--- src/rtl/pc_fetch_unit.sv ---
// Program-counter fetch stage with a run/halt/fault FSM and a count of retired instructions.
// Optional macro PC_BOUNDS_CHECK_EN also faults on fetch targets past the end of instruction memory.
module pc_fetch_unit #(
  parameter logic [31:0] RESET_PC   = 32'h0000_0000,
  parameter int unsigned IMEM_BYTES = 256
) (
  input  logic        CLK,
  input  logic        Reset,
  input  logic        PCWre,
  input  logic [1:0]  PCSrc,
  input  logic [31:0] Immediate,
  input  logic [25:0] JumpAddr,
  input  logic [31:0] RegAddr,
  input  logic        Halt,
  output logic [31:0] PCLine,
  output logic [31:0] PCPlus4,
  output logic [1:0]  State,
  output logic        Fault,
  output logic [31:0] InstCount
);

  typedef enum logic [1:0] {
    RUN   = 2'b00,
    HALT  = 2'b01,
    FAULT = 2'b10,
    BAD   = 2'b11
  } state_t;

  localparam logic [31:0] LAST_PC = 32'(IMEM_BYTES - 4);
`ifdef PC_BOUNDS_CHECK_EN
  localparam logic CHECK_RANGE = 1'b1;
`else
  localparam logic CHECK_RANGE = 1'b0;
`endif

  state_t      state;
  logic [31:0] pc;
  logic [31:0] count;
  logic        fault_q;
  logic [31:0] next_pc;
  logic        bad_target;

  assign PCPlus4 = pc + 32'd4;

  always_comb begin
    next_pc = PCPlus4;
    case (PCSrc)
      2'b00: next_pc = PCPlus4;
      2'b01: next_pc = PCPlus4 + {Immediate[29:0], 2'b00};
      2'b10: next_pc = {PCPlus4[31:28], JumpAddr, 2'b00};
      2'b11: next_pc = RegAddr;
      default: next_pc = PCPlus4;
    endcase
  end

  // With the range check compiled out CHECK_RANGE is constant 0 and the compare folds away.
  assign bad_target = (next_pc[1:0] != 2'b00) || (CHECK_RANGE && (next_pc > LAST_PC));

  // HALT and FAULT are terminal; only the asynchronous reset leaves them.
  always_ff @(posedge CLK or negedge Reset) begin
    if (!Reset) begin
      state   <= RUN;
      pc      <= RESET_PC;
      count   <= 32'd0;
      fault_q <= 1'b0;
    end else begin
      case (state)
        RUN: begin
          if (Halt) begin
            state <= HALT;
          end else if (PCWre) begin
            if (bad_target) begin
              state   <= FAULT;
              fault_q <= 1'b1;
            end else begin
              pc    <= next_pc;
              count <= count + 32'd1;
            end
          end
        end
        HALT:  state <= HALT;
        FAULT: state <= FAULT;
        default: begin
          state   <= FAULT;
          fault_q <= 1'b1;
        end
      endcase
    end
  end

  assign PCLine    = pc;
  assign State     = state;
  assign Fault     = fault_q;
  assign InstCount = count;

endmodule
--- config.mk ---
export PLATFORM = sky130hd
export DESIGN_NAME = pc_fetch_unit
export DESIGN_NICKNAME = d
export VERILOG_FILES = /design/src/rtl/pc_fetch_unit.sv
export SDC_FILE = /design/constraint.sdc
export NUM_CORES = 1
export LEC_CHECK = 0
export ABC_AREA = 1
export CAP_MARGIN = 5
export CORE_ASPECT_RATIO = 1.5
export CORE_UTILIZATION = 49
export DETAILED_ROUTE_END_ITERATION = 7
export HOLD_SLACK_MARGIN = 0.03
export MAX_ROUTING_LAYER = met4
export PLACE_DENSITY = 0.84
export SLEW_MARGIN = 10
export SYNTH_ARGS = -nofsm -noshare
export SYNTH_HDL_FRONTEND = slang
export SYNTH_SLANG_ARGS = --single-unit
--- constraint.sdc ---
create_clock -name CLK -period 3.13 [get_ports CLK]
set_clock_uncertainty 0.15 [all_clocks]
set_input_delay 0.626 -clock CLK [delete_from_list [all_inputs] [get_ports CLK]]
set_output_delay 0.626 -clock CLK [all_outputs]
set_load 0.005 [all_outputs]
Word-level counts from Yosys, hierarchy flattened
Index checks and enable logic that the tools add are counted.
{ "totals": {"register_bits": 67, "input_bits": 96, "out_inout_bits": 99, "elab_cells": 36} }
{ "classes": {"addsub": 3, "eq_ne": 10, "muxes": 9, "n_bitwise": 3, "n_reduce_logical": 7} }
{ "op_table": {"columns": ["operator", "count"], "rows": [
  ["32-bit one-hot mux with 4 select lines", 1],
  ["32-bit by 1-bit adder with 32-bit output, second input constant", 1],
  ["32-bit by 3-bit adder with 32-bit output, second input constant", 1],
  ["32-bit adder", 1],
  ["4-bit AND reduction", 2],
  ["2-bit equality test, second input constant", 3],
  ["2-bit 2-to-1 mux", 3],
  ["2-bit != test, second input constant", 3],
  ["3-bit != test, second input constant", 2],
  ["2-bit by 1-bit equality test with 1-bit output, second input constant", 2],
  ["2-bit zero test", 2],
  ["2-bit one-hot mux with 2 select lines", 1],
  ["1-bit 2-to-1 mux", 3],
  ["1-bit NOT", 3],
  ["1-bit one-hot mux with 2 select lines", 1],
  ["2-bit AND reduction", 1],
  ["2-bit nonzero test", 1],
  ["2-bit OR reduction", 1]
]} }

Longest topological paths before layout
{ "depth": {"depth_word": 8, "ltp_mapped": 25, "ltp_nobuf": 25} }

Worst setup path after synthesis
OpenSTA, ideal clock, no wires.
{ "synth_path": {"path_type": "register -> register", "startpoint": "reg pc[2] (netlist: PCLine[2])", "endpoint": "reg pc[30] (netlist: PCLine[30])", "setup_ns": 0.116, "arrival_time_ns": 2.643, "t_required_ns": 2.864, "slack_ns": 0.220, "path_stages_with_launch": 20, "path_buffers": 0, "cell_sequence": "dfrtp_1 > inv_1 > nor2_1 > nand2_1 > nor2_1 > nand3_1 > nor2_1 > xor2_1 > inv_1 > ha_1 > a21oi_1 > o21ai_0 > nand2_1 > nand2_1 > a21oi_1 > nand3_1 > nand3_1 > nand2_1 > nand2_1 > nand2_1"} }
{ "synth_via": {"elab_chain_cells": 3} }
{ "synth_lines": {"columns": ["item", "line_no", "text"], "rows": [
  ["from (decl)", "37", "logic [31:0] pc;"],
  ["from (signal assigned)", "76", "pc <= next_pc;"],
  ["32-bit by 3-bit adder with 32-bit output", "43", "assign PCPlus4 = pc + 32'd4;"],
  ["named net PCPlus4[2]", "16", "output logic [31:0] PCPlus4,"],
  ["32-bit adder", "49", "2'b01: next_pc = PCPlus4 + {Immediate[29:0], 2'b00};"],
  ["32-bit one-hot mux with 4 select lines", "47", "case (PCSrc)"]
]} }
The timed path passes the listed nets, and every way through them passes these cells.
A chain may end at the register's enable or synchronous reset.

Worst setup path in the final report
{ "layout_path": {"startpoint": "reg pc[7] (netlist: PCLine[7])", "endpoint": "reg pc[28] (netlist: PCLine[28])"} }
{ "layout_via": {"elab_chain_cells": 3} }
{ "layout_lines": {"columns": ["item", "line_no"], "rows": [
  ["32-bit by 3-bit adder with 32-bit output *", "43"],
  ["32-bit adder", "49"],
  ["32-bit one-hot mux with 4 select lines *", "47"]
]} }
Mark *: on every way between the ends. The rest lies on a longest branch, timed or not.

==> metrics.txt <==
width of the die=98.2 um; number of pins exceeding their max-slew limit in the final report=0; total standard cell area after synthesis=6800 um^2; cell area power density=252 nW/um^2; total number of H-tree levels=3; Net count, final=1,592; Antenna diodes=0; total detailed-routing wirelength=30.2 mm; dpl hpwl=21.0 mm; Max clock buf depth=2; ratio of routed vias to standard cells=5.75; area added between synthesis and finish=66.4%; violation count after the first detailed-route iteration=902; remaining number of nets flagged by the antenna check after routing=0; violations in the final reports=design-rule violations, negative setup slack; gp weighted congestion=1.03; part of the Yosys area used for sequential elements=0.246; Die Footprint=14,400 um^2; WL/cell=18.6 um; maximum capacitance violations=0; First-pass DRT Iterations=8; Via Count=9,339; top-level port count=195; Fmax achieved=301 MHz; synthesized instance count=1,125; clk slew on worst S/H paths=0.06 ns; Static Leak=0.00578 uW; Setup TNS=-1.79 ns; effective utilization at floorplan=0.503; total power draw=2850 uW; number of buffers created by CTS=9; share of cells above drive strength 1=0.247; synthesis warning total=0; final setup violating endpoints=25; hold violation count in the final report=0; maximum number of pins on one net before global-route repair=36; category of the worst setup path launch point=flip-flop; GRT Util Overall=0.378; Crit Path Max Fanout=3; hold slack=0.328 ns; kind of capture point of the worst setup path=flip-flop; Die Height=146 um; sequential share of power=0.319; number of I/O port buffers=192; startpoint of the lowest-slack hold path=Fault; type of the worst setup path=flip-flop to flip-flop; core area=13,500 um^2; fin crit period=3.32 ns; drt drc=10; combinational cell fraction of total power=0.318; CTS tree=done; r2r startpoint=PCLine[7]; core occupancy in the finished layout=0.836; first element of the critical path=PCLine[7]; slew at the pin with the worst max-slew slack=0.755 ns; number of different library cells in the post-synthesis netlist=38; Slew headroom=0.492; result of the run=finished, violations left; share of total power in the clock network=0.363; sequential cell area=1680 um^2; total grt overflow=0; average cell area after synthesis=6.05 um^2; fill cell count=812; VDD IR-drop max=322 uV; placed insts=1,584; switching fraction of total power=0.305; required time reported for the critical path endpoint=3.20 ns; syn nets=1,258; unrepaired setup endpoints after global routing=yes; insertion delay to the later sink of the worst-skew pair=0.33 ns; CTS sink cnt=67; switching power of the nets=870 uW; count of placed standard cells in the final layout, fillers left out=1,625; internal power of the cells=1980 uW; combined area of the multi-input logic cells=5230 um^2; number of global-route vias before repair=8,566; first-pass GRT wire length=41.2 mm; fin crit share=1.06; number of antenna violations at the first check in global routing=0; Core Rows=52; clock root cell=clkbuf_16; post-layout worst setup margin=-0.191 ns; #FFs+latches synth=67; type of the tightest min-delay check=flip-flop to flip-flop; CP arrival=3.39 ns
registers in the layout (all words and copies together), names as in the netlist:
name	count
PCLine	32
State	2
Fault	1
InstCount	32
Yosys cell counts:
master / number / share of area
nand2_1: 378 / 0.21
inv_1: 197 / 0.11
nor2_1: 103 / 0.057
dfrtp_1: 67 / 0.25
nand3_1: 63 / 0.046
o21ai_0: 46 / 0.034
a21oi_1: 43 / 0.032
xor2_1: 41 / 0.053
ha_1: 36 / 0.066
nand4_1: 27 / 0.025
nor3_1: 26 / 0.019
clkbuf_1: 12 / 0.0066
a221oi_1: 11 / 0.014
xnor2_1: 10 / 0.013
a21boi_0: 7 / 0.0077
buf_2: 7 / 0.0051
a22o_1: 6 / 0.0077
o21bai_1: 6 / 0.0066
nor4_1: 5 / 0.0046
o22ai_1: 4 / 0.0037
buf_4: 3 / 0.0033
o31ai_1: 3 / 0.0033
or2_2: 3 / 0.0028
a21o_1: 2 / 0.0022
inv_2: 2 / 0.0011
nand3b_1: 2 / 0.0022
nor2_2: 2 / 0.0018
nor3_2: 2 / 0.0029
o211ai_1: 2 / 0.0022
a41oi_1: 1 / 0.0013
and2_1: 1 / 0.00092
and3_1: 1 / 0.00092
fa_1: 1 / 0.0029
nand3_2: 1 / 0.0015
nor3_4: 1 / 0.0024
nor3b_1: 1 / 0.0011
o2111ai_1: 1 / 0.0013
o21ai_2: 1 / 0.0013
layer usage:
layer,wire length [um],track usage
met1,10400,0.406
met2,15000,0.677
met3,2540,0.0383
met4,2240,0.201
met5,0,-
placed cells by master (no fill, tap or decap), drive strengths merged, types with 2 or more instances in the layout:
cell / synthesis / routed
a21boi: 7 / 7
nor4: 5 / 5
a21o: 2 / 2
nand2: 378 / 378
clkinvlp: 0 / 2
nand3: 64 / 64
o21bai: 6 / 6
or2: 3 / 3
a22o: 6 / 6
o21ai: 47 / 47
nand3b: 2 / 2
clkdlybuf4s50: 0 / 181
ha: 36 / 36
nand4: 27 / 27
nor3: 29 / 29
o31ai: 3 / 3
xnor2: 10 / 10
dfrtp: 67 / 67
xor2: 41 / 41
nor2: 105 / 105
o22ai: 4 / 4
a21oi: 43 / 43
clkbuf: 12 / 11
o211ai: 2 / 2
dlymetal6s2s: 0 / 10
buf: 10 / 153
a221oi: 11 / 11
inv: 199 / 199
power by group through the flow:
stage	clock network (uW)	logic, uW	registers, uW
6_report	1030	905	910
3_3_place_gp	0	733	920
4_1_cts	1030	770	905
3_5_place_dp	0	744	920
2_1_floorplan	0	313	922
5_1_grt	1070	965	911
final cells by class:
cell class / instances / area share
inverter: 199 / 0.0660
clock inverter: 4 / 0.00442
multi-input combinational: 837 / 0.462
tap: 162 / 0.0179
clock buffer: 11 / 0.0223
timing repair buffer: 345 / 0.278
sequential: 67 / 0.148
through the flow:
step / worst slack, ns / area, um^2
after CTS: -0.0321 / 10400
after global routing: -0.320 / 11300
after global placement: -0.159 / 9800
after detailed placement: -0.234 / 9800
final: -0.191 / 11300
after floorplan: 0.220 / 6800
repair_timing:
item / CTS / global route
pin swaps: 4 / 36
hold buffers: 1 / 0
setup endpoints to repair: 40 / 45
resized for setup: 36 / 203
endpoints found under the hold margin: 2 / 0
buffers inserted: 11 / 14
final timing paths:
check | endpoint | slack, ns | cells after the start
worst min register to register | Fault | 0.33 | 2
worst min-delay path | Fault | 0.33 | 2
max in group asynchronous | PCLine[22] | 1.67 | 3
worst max register to register | PCLine[28] | -0.19 | 18
min in group asynchronous | State[0] | 0.47 | 2
worst max-delay path | PCLine[28] | -0.19 | 18
logic make-up after synthesis:
kind of cell,Yosys count,synth area share
AO/OA/AOI/OAI,133,0.117
flip-flops,67,0.246
buffers and inverters,221,0.125
AND/OR/NAND/NOR,616,0.377
XOR/XNOR,51,0.0657
adder cells (fa/ha/maj),37,0.0692
worst max-delay path, cell delays in order, from the launching register on:
cell and delay (ns):
dfrtp_1 0.43, nand2_2 0.11, nor2_2 0.13, nand4_1 0.21
buf_4 0.22, o31ai_2 0.24, nand2_1 0.18, inv_2 0.13
ha_1 0.27, a21oi_2 0.18, inv_1 0.09, a21oi_1 0.13
nand2_1 0.11, a21oi_2 0.22, nand3_1 0.09, nand3_1 0.10
nand2_1 0.07, nand2_1 0.08, nand2_1 0.06
(Power assumes the default switching activity.)
